--- config.mk ---
export PLATFORM = sky130hd
export DESIGN_NAME = rv32i_mc_ctrl
export DESIGN_NICKNAME = d
export VERILOG_FILES = /design/src/rtl/rv32i_mc_ctrl_pkg.sv /design/src/rtl/rv32i_alu_dec.sv /design/src/rtl/rv32i_mc_ctrl.sv
export SDC_FILE = /design/constraint.sdc
export NUM_CORES = 1
export LEC_CHECK = 0
export CAP_MARGIN = 40
export CORE_ASPECT_RATIO = 0.8
export CORE_UTILIZATION = 32
export CTS_CLUSTER_DIAMETER = 100
export CTS_CLUSTER_SIZE = 28
export DETAILED_ROUTE_END_ITERATION = 6
export GPL_TIMING_DRIVEN = 0
export PLACE_DENSITY = 0.78
export SLEW_MARGIN = 20
export SYNTH_ARGS = -nofsm -noshare
export SYNTH_HDL_FRONTEND = slang
export SYNTH_SLANG_ARGS = --single-unit
--- constraint.sdc ---
create_clock -name clk -period 1.7 [get_ports clk]
set_input_delay 0.255 -clock clk [delete_from_list [all_inputs] [get_ports clk]]
set_output_delay 0.255 -clock clk [all_outputs]
set_load 0.05 [all_outputs]
--- src/rtl/rv32i_mc_ctrl_pkg.sv ---
// Shared encodings for the multi-cycle RV32I control path: FSM states,
// major opcodes, datapath select codes and a few decode helpers.
package rv32i_mc_ctrl_pkg;

    localparam int INSTWIDTH = 32;

    typedef enum logic [2:0] {
        ST_FETCH  = 3'd0,
        ST_DECODE = 3'd1,
        ST_EXEC   = 3'd2,
        ST_MEM    = 3'd3,
        ST_WB     = 3'd4,
        ST_TRAP   = 3'd5
    } state_t;

    localparam logic [6:0] OPC_LUI      = 7'b0110111;
    localparam logic [6:0] OPC_AUIPC    = 7'b0010111;
    localparam logic [6:0] OPC_JAL      = 7'b1101111;
    localparam logic [6:0] OPC_JALR     = 7'b1100111;
    localparam logic [6:0] OPC_BRANCH   = 7'b1100011;
    localparam logic [6:0] OPC_LOAD     = 7'b0000011;
    localparam logic [6:0] OPC_STORE    = 7'b0100011;
    localparam logic [6:0] OPC_OPRI     = 7'b0010011;
    localparam logic [6:0] OPC_OP       = 7'b0110011;
    localparam logic [6:0] OPC_MISC_MEM = 7'b0001111;
    localparam logic [6:0] OPC_SYSTEM   = 7'b1110011;

    localparam logic [1:0] PC_SEL_PLUS4     = 2'd0;
    localparam logic [1:0] PC_SEL_OLDPC_IMM = 2'd1;
    localparam logic [1:0] PC_SEL_RS1_IMM   = 2'd2;

    localparam logic [1:0] WB_SEL_ALU  = 2'd0;
    localparam logic [1:0] WB_SEL_MEM  = 2'd1;
    localparam logic [1:0] WB_SEL_LINK = 2'd2;

    localparam logic [1:0] ALU_A_RS1   = 2'd0;
    localparam logic [1:0] ALU_A_OLDPC = 2'd1;
    localparam logic [1:0] ALU_A_ZERO  = 2'd2;

    localparam logic ALU_B_RS2 = 1'b0;
    localparam logic ALU_B_IMM = 1'b1;

    localparam logic [3:0] ALU_OP_ADD = 4'b0000;

    localparam logic [6:0] F7_BASE = 7'b0000000;
    localparam logic [6:0] F7_ALT  = 7'b0100000;

    localparam logic [2:0] F3_ADD_SUB = 3'b000;
    localparam logic [2:0] F3_SLL     = 3'b001;
    localparam logic [2:0] F3_SRL_SRA = 3'b101;

    function automatic logic is_mem_op(input logic [6:0] opc);
        return (opc == OPC_LOAD) || (opc == OPC_STORE);
    endfunction

endpackage

--- src/rtl/rv32i_alu_dec.sv ---
// ALU operand/operation decode and illegal-instruction detection, purely
// combinational from the latched IR and the current FSM state.
module rv32i_alu_dec
    import rv32i_mc_ctrl_pkg::*;
(
    input  logic [INSTWIDTH-1:0] i_ir,
    input  state_t               i_state,
    output logic [3:0]           o_alu_op,
    output logic [1:0]           o_alu_a_sel,
    output logic                 o_alu_b_sel,
    output logic                 o_illegal
);

    logic [6:0] w_opcode;
    logic [6:0] w_funct7;
    logic [2:0] w_funct3;
    logic       w_operands_live;
    logic       w_unused_ir;

    assign w_opcode    = i_ir[6:0];
    assign w_funct7    = i_ir[31:25];
    assign w_funct3    = i_ir[14:12];
    assign w_unused_ir = ^{i_ir[24:15], i_ir[11:7]};

    // Operand selects stay valid from EXEC through MEM/WB so the address and result hold.
    assign w_operands_live = (i_state == ST_EXEC) || (i_state == ST_MEM) || (i_state == ST_WB);

    always_comb begin
        o_illegal = 1'b0;
        case (w_opcode)
            OPC_LUI, OPC_AUIPC, OPC_JAL, OPC_JALR, OPC_BRANCH,
            OPC_LOAD, OPC_STORE, OPC_MISC_MEM: o_illegal = 1'b0;
            OPC_OP: begin
                if (w_funct7 == F7_ALT)
                    o_illegal = (w_funct3 != F3_ADD_SUB) && (w_funct3 != F3_SRL_SRA);
                else
                    o_illegal = (w_funct7 != F7_BASE);
            end
            OPC_OPRI: begin
                if (w_funct3 == F3_SLL)
                    o_illegal = (w_funct7 != F7_BASE);
                else if (w_funct3 == F3_SRL_SRA)
                    o_illegal = (w_funct7 != F7_BASE) && (w_funct7 != F7_ALT);
            end
            OPC_SYSTEM: o_illegal = 1'b1;
            default:    o_illegal = 1'b1;
        endcase
    end

    always_comb begin
        o_alu_op    = ALU_OP_ADD;
        o_alu_a_sel = ALU_A_RS1;
        o_alu_b_sel = ALU_B_RS2;
        if (w_operands_live) begin
            case (w_opcode)
                OPC_LUI: begin
                    o_alu_a_sel = ALU_A_ZERO;
                    o_alu_b_sel = ALU_B_IMM;
                end
                OPC_AUIPC, OPC_JAL, OPC_BRANCH: begin
                    o_alu_a_sel = ALU_A_OLDPC;
                    o_alu_b_sel = ALU_B_IMM;
                end
                OPC_OP: o_alu_op = {i_ir[30], w_funct3};
                OPC_OPRI: begin
                    // ir[30] is immediate data except for SRLI/SRAI
                    o_alu_b_sel = ALU_B_IMM;
                    o_alu_op    = {(w_funct3 == F3_SRL_SRA) & i_ir[30], w_funct3};
                end
                OPC_LOAD, OPC_STORE, OPC_JALR: o_alu_b_sel = ALU_B_IMM;
                default: o_alu_op = ALU_OP_ADD;
            endcase
        end
    end

endmodule

--- src/rtl/rv32i_mc_ctrl.sv ---
// Multi-cycle RV32I main control FSM: sequences fetch/decode/exec/mem/wb over a
// single-port req/ack memory and traps on illegal opcodes or memory timeout.
module rv32i_mc_ctrl
    import rv32i_mc_ctrl_pkg::*;
#(
    parameter int TIMEOUT_CYCLES = 0,
    parameter int TO_WIDTH       = 8
) (
    input  logic                 clk,
    input  logic                 rst_n,
    input  logic [INSTWIDTH-1:0] i_ir,
    input  logic                 i_br_taken,
    input  logic                 i_mem_ack,
    output logic                 o_ir_we,
    output logic                 o_pc_we,
    output logic [1:0]           o_pc_sel,
    output logic                 o_mem_req,
    output logic                 o_mem_we,
    output logic                 o_mem_addr_sel,
    output logic [1:0]           o_alu_a_sel,
    output logic                 o_alu_b_sel,
    output logic [3:0]           o_alu_op,
    output logic                 o_rf_we,
    output logic [1:0]           o_wb_sel,
    output logic                 o_illegal,
    output logic                 o_bus_err,
    output logic [2:0]           o_state
);

    state_t              r_state;
    logic                r_illegal;
    logic                r_bus_err;
    logic [TO_WIDTH-1:0] r_to_cnt;

    logic [6:0]          w_opcode;
    logic                w_dec_illegal;
    logic                w_waiting;
    logic [TO_WIDTH-1:0] w_to_cnt_next;
    logic                w_timeout;

    assign w_opcode = i_ir[6:0];

    rv32i_alu_dec u_alu_dec (
        .i_ir        (i_ir),
        .i_state     (r_state),
        .o_alu_op    (o_alu_op),
        .o_alu_a_sel (o_alu_a_sel),
        .o_alu_b_sel (o_alu_b_sel),
        .o_illegal   (w_dec_illegal)
    );

    // Timeout fires on the edge where the wait count would reach TIMEOUT_CYCLES; an ack that cycle wins.
    assign w_waiting     = o_mem_req && !i_mem_ack;
    assign w_to_cnt_next = r_to_cnt + TO_WIDTH'(1);
    assign w_timeout     = (TIMEOUT_CYCLES != 0) && w_waiting
                           && (w_to_cnt_next == TO_WIDTH'(TIMEOUT_CYCLES));

    always_comb begin
        o_ir_we        = 1'b0;
        o_pc_we        = 1'b0;
        o_pc_sel       = PC_SEL_PLUS4;
        o_mem_req      = 1'b0;
        o_mem_we       = 1'b0;
        o_mem_addr_sel = 1'b0;
        o_rf_we        = 1'b0;
        o_wb_sel       = WB_SEL_ALU;
        case (r_state)
            ST_FETCH: begin
                o_mem_req = 1'b1;
                o_ir_we   = i_mem_ack;
                o_pc_we   = i_mem_ack;
            end
            ST_EXEC: begin
                case (w_opcode)
                    OPC_BRANCH: begin
                        o_pc_we  = i_br_taken;
                        o_pc_sel = PC_SEL_OLDPC_IMM;
                    end
                    OPC_JAL: begin
                        o_pc_we  = 1'b1;
                        o_pc_sel = PC_SEL_OLDPC_IMM;
                    end
                    OPC_JALR: begin
                        o_pc_we  = 1'b1;
                        o_pc_sel = PC_SEL_RS1_IMM;
                    end
                    default: o_pc_we = 1'b0;
                endcase
            end
            ST_MEM: begin
                o_mem_req      = 1'b1;
                o_mem_addr_sel = 1'b1;
                o_mem_we       = (w_opcode == OPC_STORE);
            end
            ST_WB: begin
                o_rf_we = 1'b1;
                if (w_opcode == OPC_LOAD)
                    o_wb_sel = WB_SEL_MEM;
                else if ((w_opcode == OPC_JAL) || (w_opcode == OPC_JALR))
                    o_wb_sel = WB_SEL_LINK;
            end
            default: o_rf_we = 1'b0;
        endcase
        // Enables must drop the moment reset asserts, not at the next edge.
        if (!rst_n) begin
            o_ir_we   = 1'b0;
            o_pc_we   = 1'b0;
            o_mem_req = 1'b0;
            o_mem_we  = 1'b0;
            o_rf_we   = 1'b0;
        end
    end

    always_ff @(posedge clk or negedge rst_n) begin
        if (!rst_n) begin
            r_state   <= ST_FETCH;
            r_illegal <= 1'b0;
            r_bus_err <= 1'b0;
            r_to_cnt  <= '0;
        end else begin
            r_to_cnt <= w_waiting ? w_to_cnt_next : '0;
            case (r_state)
                ST_FETCH: begin
                    if (i_mem_ack) begin
                        r_state <= ST_DECODE;
                    end else if (w_timeout) begin
                        r_state   <= ST_TRAP;
                        r_bus_err <= 1'b1;
                    end
                end
                ST_DECODE: begin
                    if (w_dec_illegal) begin
                        r_state   <= ST_TRAP;
                        r_illegal <= 1'b1;
                    end else if (w_opcode == OPC_MISC_MEM) begin
                        r_state <= ST_FETCH;
                    end else begin
                        r_state <= ST_EXEC;
                    end
                end
                ST_EXEC: begin
                    if (is_mem_op(w_opcode))
                        r_state <= ST_MEM;
                    else if (w_opcode == OPC_BRANCH)
                        r_state <= ST_FETCH;
                    else
                        r_state <= ST_WB;
                end
                ST_MEM: begin
                    if (i_mem_ack) begin
                        r_state <= (w_opcode == OPC_STORE) ? ST_FETCH : ST_WB;
                    end else if (w_timeout) begin
                        r_state   <= ST_TRAP;
                        r_bus_err <= 1'b1;
                    end
                end
                ST_WB:   r_state <= ST_FETCH;
                ST_TRAP: r_state <= ST_TRAP;
                default: r_state <= ST_TRAP;
            endcase
        end
    end

    assign o_illegal = r_illegal;
    assign o_bus_err = r_bus_err;
    assign o_state   = r_state;

endmodule
Word-level counts from Yosys, hierarchy flattened
Index checks and enable logic that the tools add are counted.
{"block": "totals", "out_inout_bits": 22, "n_memories": 0, "mem_bits_ro": 0, "wordCells": 76, "mem_bits_rw": 0, "ff_bits": 4, "latchBits": 0}
{"block": "classes", "n_mux": 35, "addsub": 0, "n_div": 0, "reduce_logical": 17, "order_cmp": 0, "n_bitwise": 1, "multipliers": 0, "n_eq_ne": 21, "n_shift": 0}
{"op": "7-bit by 6-bit equality test with 1-bit output (second input constant)", "count": 4}
{"op": "7-bit equality test (second input constant)", "count": 3}
{"op": "3-bit two-way mux", "count": 6}
{"op": "8-bit OR reduction", "count": 2}
{"op": "1-bit two-way mux", "count": 15}
{"op": "3-bit one-hot mux with 5 select lines", "count": 1}
{"op": "7-bit by 5-bit equality test with 1-bit output (second input constant)", "count": 2}
{"op": "2-bit two-way mux", "count": 6}
{"op": "2-bit one-hot mux with 2 select lines", "count": 2}
{"op": "4-bit one-hot mux with 2 select lines", "count": 1}
{"op": "7-bit by 2-bit equality test with 1-bit output (second input constant)", "count": 1}
{"op": "7-bit by 4-bit equality test with 1-bit output (second input constant)", "count": 1}
{"op": "7-bit by 6-bit != test with 1-bit output (second input constant)", "count": 1}
{"op": "7-bit nonzero test", "count": 1}
{"op": "3-bit by 1-bit equality test with 1-bit output (second input constant)", "count": 2}
{"op": "3-bit by 2-bit equality test with 1-bit output (second input constant)", "count": 2}
{"op": "3-bit equality test (second input constant)", "count": 2}
{"op": "2-bit OR reduction", "count": 3}
{"op": "1-bit logical OR", "count": 4}
{"op": "4-bit two-way mux", "count": 1}
{"op": "2-bit != test (second input constant)", "count": 2}
{"op": "1-bit one-hot mux with 2 select lines", "count": 2}
{"op": "2-bit AND reduction", "count": 2}
{"op": "3-bit zero test", "count": 1}
{"op": "other kinds (6)", "count": 7}

Depth between registers and ports, before layout
{"block": "logic_depth", "ltp_word": 7, "depth_mapped": 6, "ltp_nobuf": 5}

Cells and area by module
A second synthesis with hierarchy kept.
{"block": "unflattened", "hier_cells": 93, "hier_area_um2": 675.6}
{"mod": "rv32i_mc_ctrl", "area_each_um2": 430.4, "instances": 1, "cells_per_inst": 56}
{"mod": "rv32i_alu_dec", "area_each_um2": 245.2, "instances": 1, "cells_per_inst": 37}

Worst setup path before layout
No wires, ideal clock.
{"block": "synth_timing", "kind": "reg-to-output", "start": "register r_state[1], in the netlist o_state[1]", "end": "output port o_mem_we", "slack_ns": -1.249, "arrival_ns": 2.694, "required_time_ns": 1.445, "path_stages_with_launch": 5, "path_cell_list": "dfrtp_1 inv_1 nor2_1 and2_1 nor3b_1"}
{"block": "synth_via", "elab_chain_cells": 3}
{"item": "start: declaration", "line_no": "rv32i_mc_ctrl.sv:30", "rtl": "state_t r_state;"}
{"item": "start signal: assignment", "line_no": "rv32i_mc_ctrl.sv:151", "rtl": "r_state <= (w_opcode == OPC_STORE) ? ST_FETCH : ST_WB;"}
{"item": "3-bit by 2-bit equality test with 1-bit output", "line_no": "rv32i_mc_ctrl.sv:67", "rtl": "case (r_state)"}
{"item": "1-bit two-way mux", "line_no": "rv32i_mc_ctrl.sv:67"}
{"item": "1-bit two-way mux", "line_no": "rv32i_mc_ctrl.sv:105", "rtl": "if (!rst_n) begin"}
{"item": "end: declaration", "line_no": "rv32i_mc_ctrl.sv:18", "rtl": "output logic o_mem_we,"}
Every way passes these cells.

Worst setup path in the final report
{"block": "layout_timing", "start": "register r_state[1], in the netlist o_state[1]", "end": "output port o_pc_we"}
{"block": "layout_via", "elab_chain_cells": 3}
{"item": "3-bit by 2-bit equality test with 1-bit output or 3-bit zero test (tied branches)", "line_no": "rv32i_mc_ctrl.sv:67"}
{"item": "1-bit one-hot mux with 2 select lines (*)", "line_no": "rv32i_mc_ctrl.sv:67"}
{"item": "1-bit two-way mux (*)", "line_no": "rv32i_mc_ctrl.sv:105"}
{"item": "end: declaration", "line_no": "rv32i_mc_ctrl.sv:15", "rtl": "output logic o_pc_we,"}
Mark *: on every way between the ends. The rest lies on a longest branch, timed or not.

==> impl_metrics.env <==
export IMPL_outcome="finished with violations"
export IMPL_violations="negative setup slack"
export IMPL_fin_crit_sh_pct=106
export IMPL_path_delay_family="flip-flops"
export IMPL_required_ns=1.44
export IMPL_final_common_cell="buf_4"
export IMPL_synth_main_ff_cell="dfrtp_1"
export IMPL_setup_viol=16
export IMPL_rsz0062_at_grt="yes"
export IMPL_ant_nets=0
export IMPL_use_met1_pct=27.0
export IMPL_dp_hpwl_mm=1.99
export IMPL_grt_overflow=0
export IMPL_ir_drop_v=0.000927
export IMPL_grt_max_degree=11
export IMPL_ys_types=46
export IMPL_io_buffer_count=38
export IMPL_grt_pass1_vias=944
export IMPL_netlist_instances=98
export IMPL_antenna_found_initial=0
export IMPL_slew_headroom_pct=66.8
export IMPL_first_pass_iters=4
export IMPL_worst_setup_path_type="flip-flop to output pin"
export IMPL_detail_route_vias_per_cell=5.69
export IMPL_async_reset_ff_share_pct=100
export IMPL_layout_nets=193
export IMPL_synth_seq_cells=4
export IMPL_row_count=14
export IMPL_die_w_um=54.7
export IMPL_finalMaxSlewViolations=0
export IMPL_clock_sinks=4
export IMPL_power_mw=1.22
export IMPL_cts_tree="yes"
export IMPL_drive_above_1_share_pct=59.6
export IMPL_die_h_um=44.2
export IMPL_cpMaxStageDelayCell="dfrtp_4"
export IMPL_r2r_slack_ns=0.17
export IMPL_cp_cell_sequence="nor2_4, and4b_2, o21bai_4, buf_8"
export IMPL_critPathCaptureType="output pin"
export IMPL_cts_buffer_depth=2
export IMPL_fin_ws_ns=-0.102
export IMPL_r2r_start="o_state[0]"
export IMPL_hold_viol=0
export IMPL_hold_buffers=0
export IMPL_fin_skew_ns=0.000346
export IMPL_gp_congestion=0.826
export IMPL_crit_fanout=5
export IMPL_r2r_end="o_state[2]"
export IMPL_grt_busiest_layer="met2"
export IMPL_power_leakage_nw=0.713
export IMPL_drc_errors=0
export IMPL_power_density_nw_per_um2=775
export IMPL_r2r_cells=5
export IMPL_synth_nets=134
export IMPL_htreeDepth=1
export IMPL_met3_usage_pct=2.41
export IMPL_wirelength_mm=2.88
export IMPL_timing_hold_ws_ns=0.0139
export IMPL_drt_initial_drc_count=30
export IMPL_wl_per_cell_um=16.0
export IMPL_start_util_pct=36.0
export IMPL_ios=58
export IMPL_hold_path_class="input pin to asynchronous set/reset pin"
export IMPL_critPathMaxStageDelay_ns=0.52
export IMPL_startpoint_type="flip-flop"
export IMPL_drv_cap=0
export IMPL_num_vias=1025
export IMPL_arrival_ns=1.55
export IMPL_period_needed_ns=1.80
export IMPL_syn_area_per_cell_um2=7.26
export IMPL_worst_slew_pin_transition_ns=0.496
export IMPL_cts_root_buffer="clkbuf_4"
export IMPL_final_util_pct=79.5
export IMPL_netlist_area_um2=712
export IMPL_cp_num_buf_inv=1
export IMPL_grt_pass1_wl_mm=4.13
export IMPL_ys_seq_area_share_pct=14.1
export IMPL_track_usage_pct=23.9
export IMPL_core_area_um2=1980
export IMPL_antennaDiodeCount=0
export IMPL_die_area_um2=2420
export IMPL_clock_latency_ns=0.25
export IMPL_grtUsageMet2_pct=44.3
export IMPL_synth_edff_count=0
export IMPL_yosys_warnings=0
export IMPL_cts_buffers_inserted=3
export IMPL_syn_to_final_growth_pct=121
export IMPL_layout_common_cells="20 x buf_4, 14 x buf_6, 7 x nor3_4, 7 x dlygate4sd2_1, 7 x clkdlybuf4s50_1"
export IMPL_clk_pin_slew_ns=0.05
export IMPL_fmax_mhz=555
[worst reg2reg max path, stage by stage, from the launching register on]
cell	delay, ns
dfrtp_2	0.48
buf_4	0.17
maj3_1	0.36
o22a_1	0.20
o22ai_1	0.12
a31oi_1	0.07
[cell type report]
cell class                 count  area, µm²
timing repair buffer          55        509
sequential                     4        106
multi-input combinational     80        786
fill                         129        405
buffer                         7       91.3
inverter                       6       25.0
clock buffer                   4       26.3
tap                           24       30.0
[worst max path at each step]
stage               slack (ns)  depth (start not counted)        from           to
global placement         -1.15                          5     i_ir[4]  o_alu_op[0]
global route             -0.14                          5  o_state[2]     o_mem_we
CTS                      -0.12                          4  o_state[2]  o_pc_sel[1]
detailed placement       -1.24                          5     i_ir[4]  o_alu_op[1]
floorplan                -0.16                          4  o_state[2]     o_mem_we
finish                   -0.10                          4  o_state[1]      o_pc_we
[cells by family (layout without fill, tap and decap cells)]
kind of cell / count (synthesis) / in the layout / share of synthesized area (%)
compound gates: 22 / 22 / 21.6
fa+ha+maj: 1 / 1 / 1.41
mux: 2 / 2 / 2.99
flops: 4 / 4 / 14.1
xor+xnor: 3 / 3 / 3.69
simple gates: 51 / 51 / 42.2
buf+inv: 14 / 72 / 13.5
other cells: 1 / 1 / 0.527
[cell usage after synthesis (2+ instances only)]
cell	number	area [µm²]
dfrtp_1	4	100
o22ai_1	2	12.5
o21bai_1	2	15.0
and2_1	2	12.5
clkbuf_8	3	41.3
inv_1	6	22.5
xor2_1	3	26.3
nor2_1	6	22.5
nor4_1	2	12.5
a31oi_1	3	18.8
nor3b_1	4	30.0
nand2_1	10	37.5
nand2b_1	2	12.5
nor3_1	9	45.0
or3_1	2	12.5
o21ai_0	5	25.0
and3_1	4	25.0
[report_power, final]
group / switching [mW] / internal (mW) / total (mW)
clock network: 0.0626 / 0.0896 / 0.152
logic: 0.515 / 0.369 / 0.884
registers: 0.0578 / 0.126 / 0.184
total: 0.636 / 0.584 / 1.22
[metrics by stage]
stage                     setup slack (ns)  TNS, ns  std cells  instance area, µm²
after floorplan                     -0.163    -1.50         98                 911
after global placement               -1.15   -16.68        160                1320
after detailed placement             -1.24   -17.39        160                1320
after CTS                           -0.122    -1.41        173                1450
after global routing                -0.140    -1.62        180                1570
final                               -0.102   -0.942        180                1570
[registers in the layout, indices dropped and copies added, names as in the netlist]
register,cells
o_state,3
o_illegal,1
[per-layer routing]
layer  vias up  wire length (µm)  part of all wire, %
li1        478                 -                    -
met1       472              1170                   41
met2        65              1420                   49
met3        10               207                  7.2
met4         0                78                  2.7
met5         -                 0                    0
[timing repair]
item | CTS | global route
setup endpoints to repair | 22 | 19
setup buffers | 9 | 9
gates resized for setup | 147 | 30
pin swaps | 14 | 16
No activity file was read; power rests on OpenSTA's default activity.
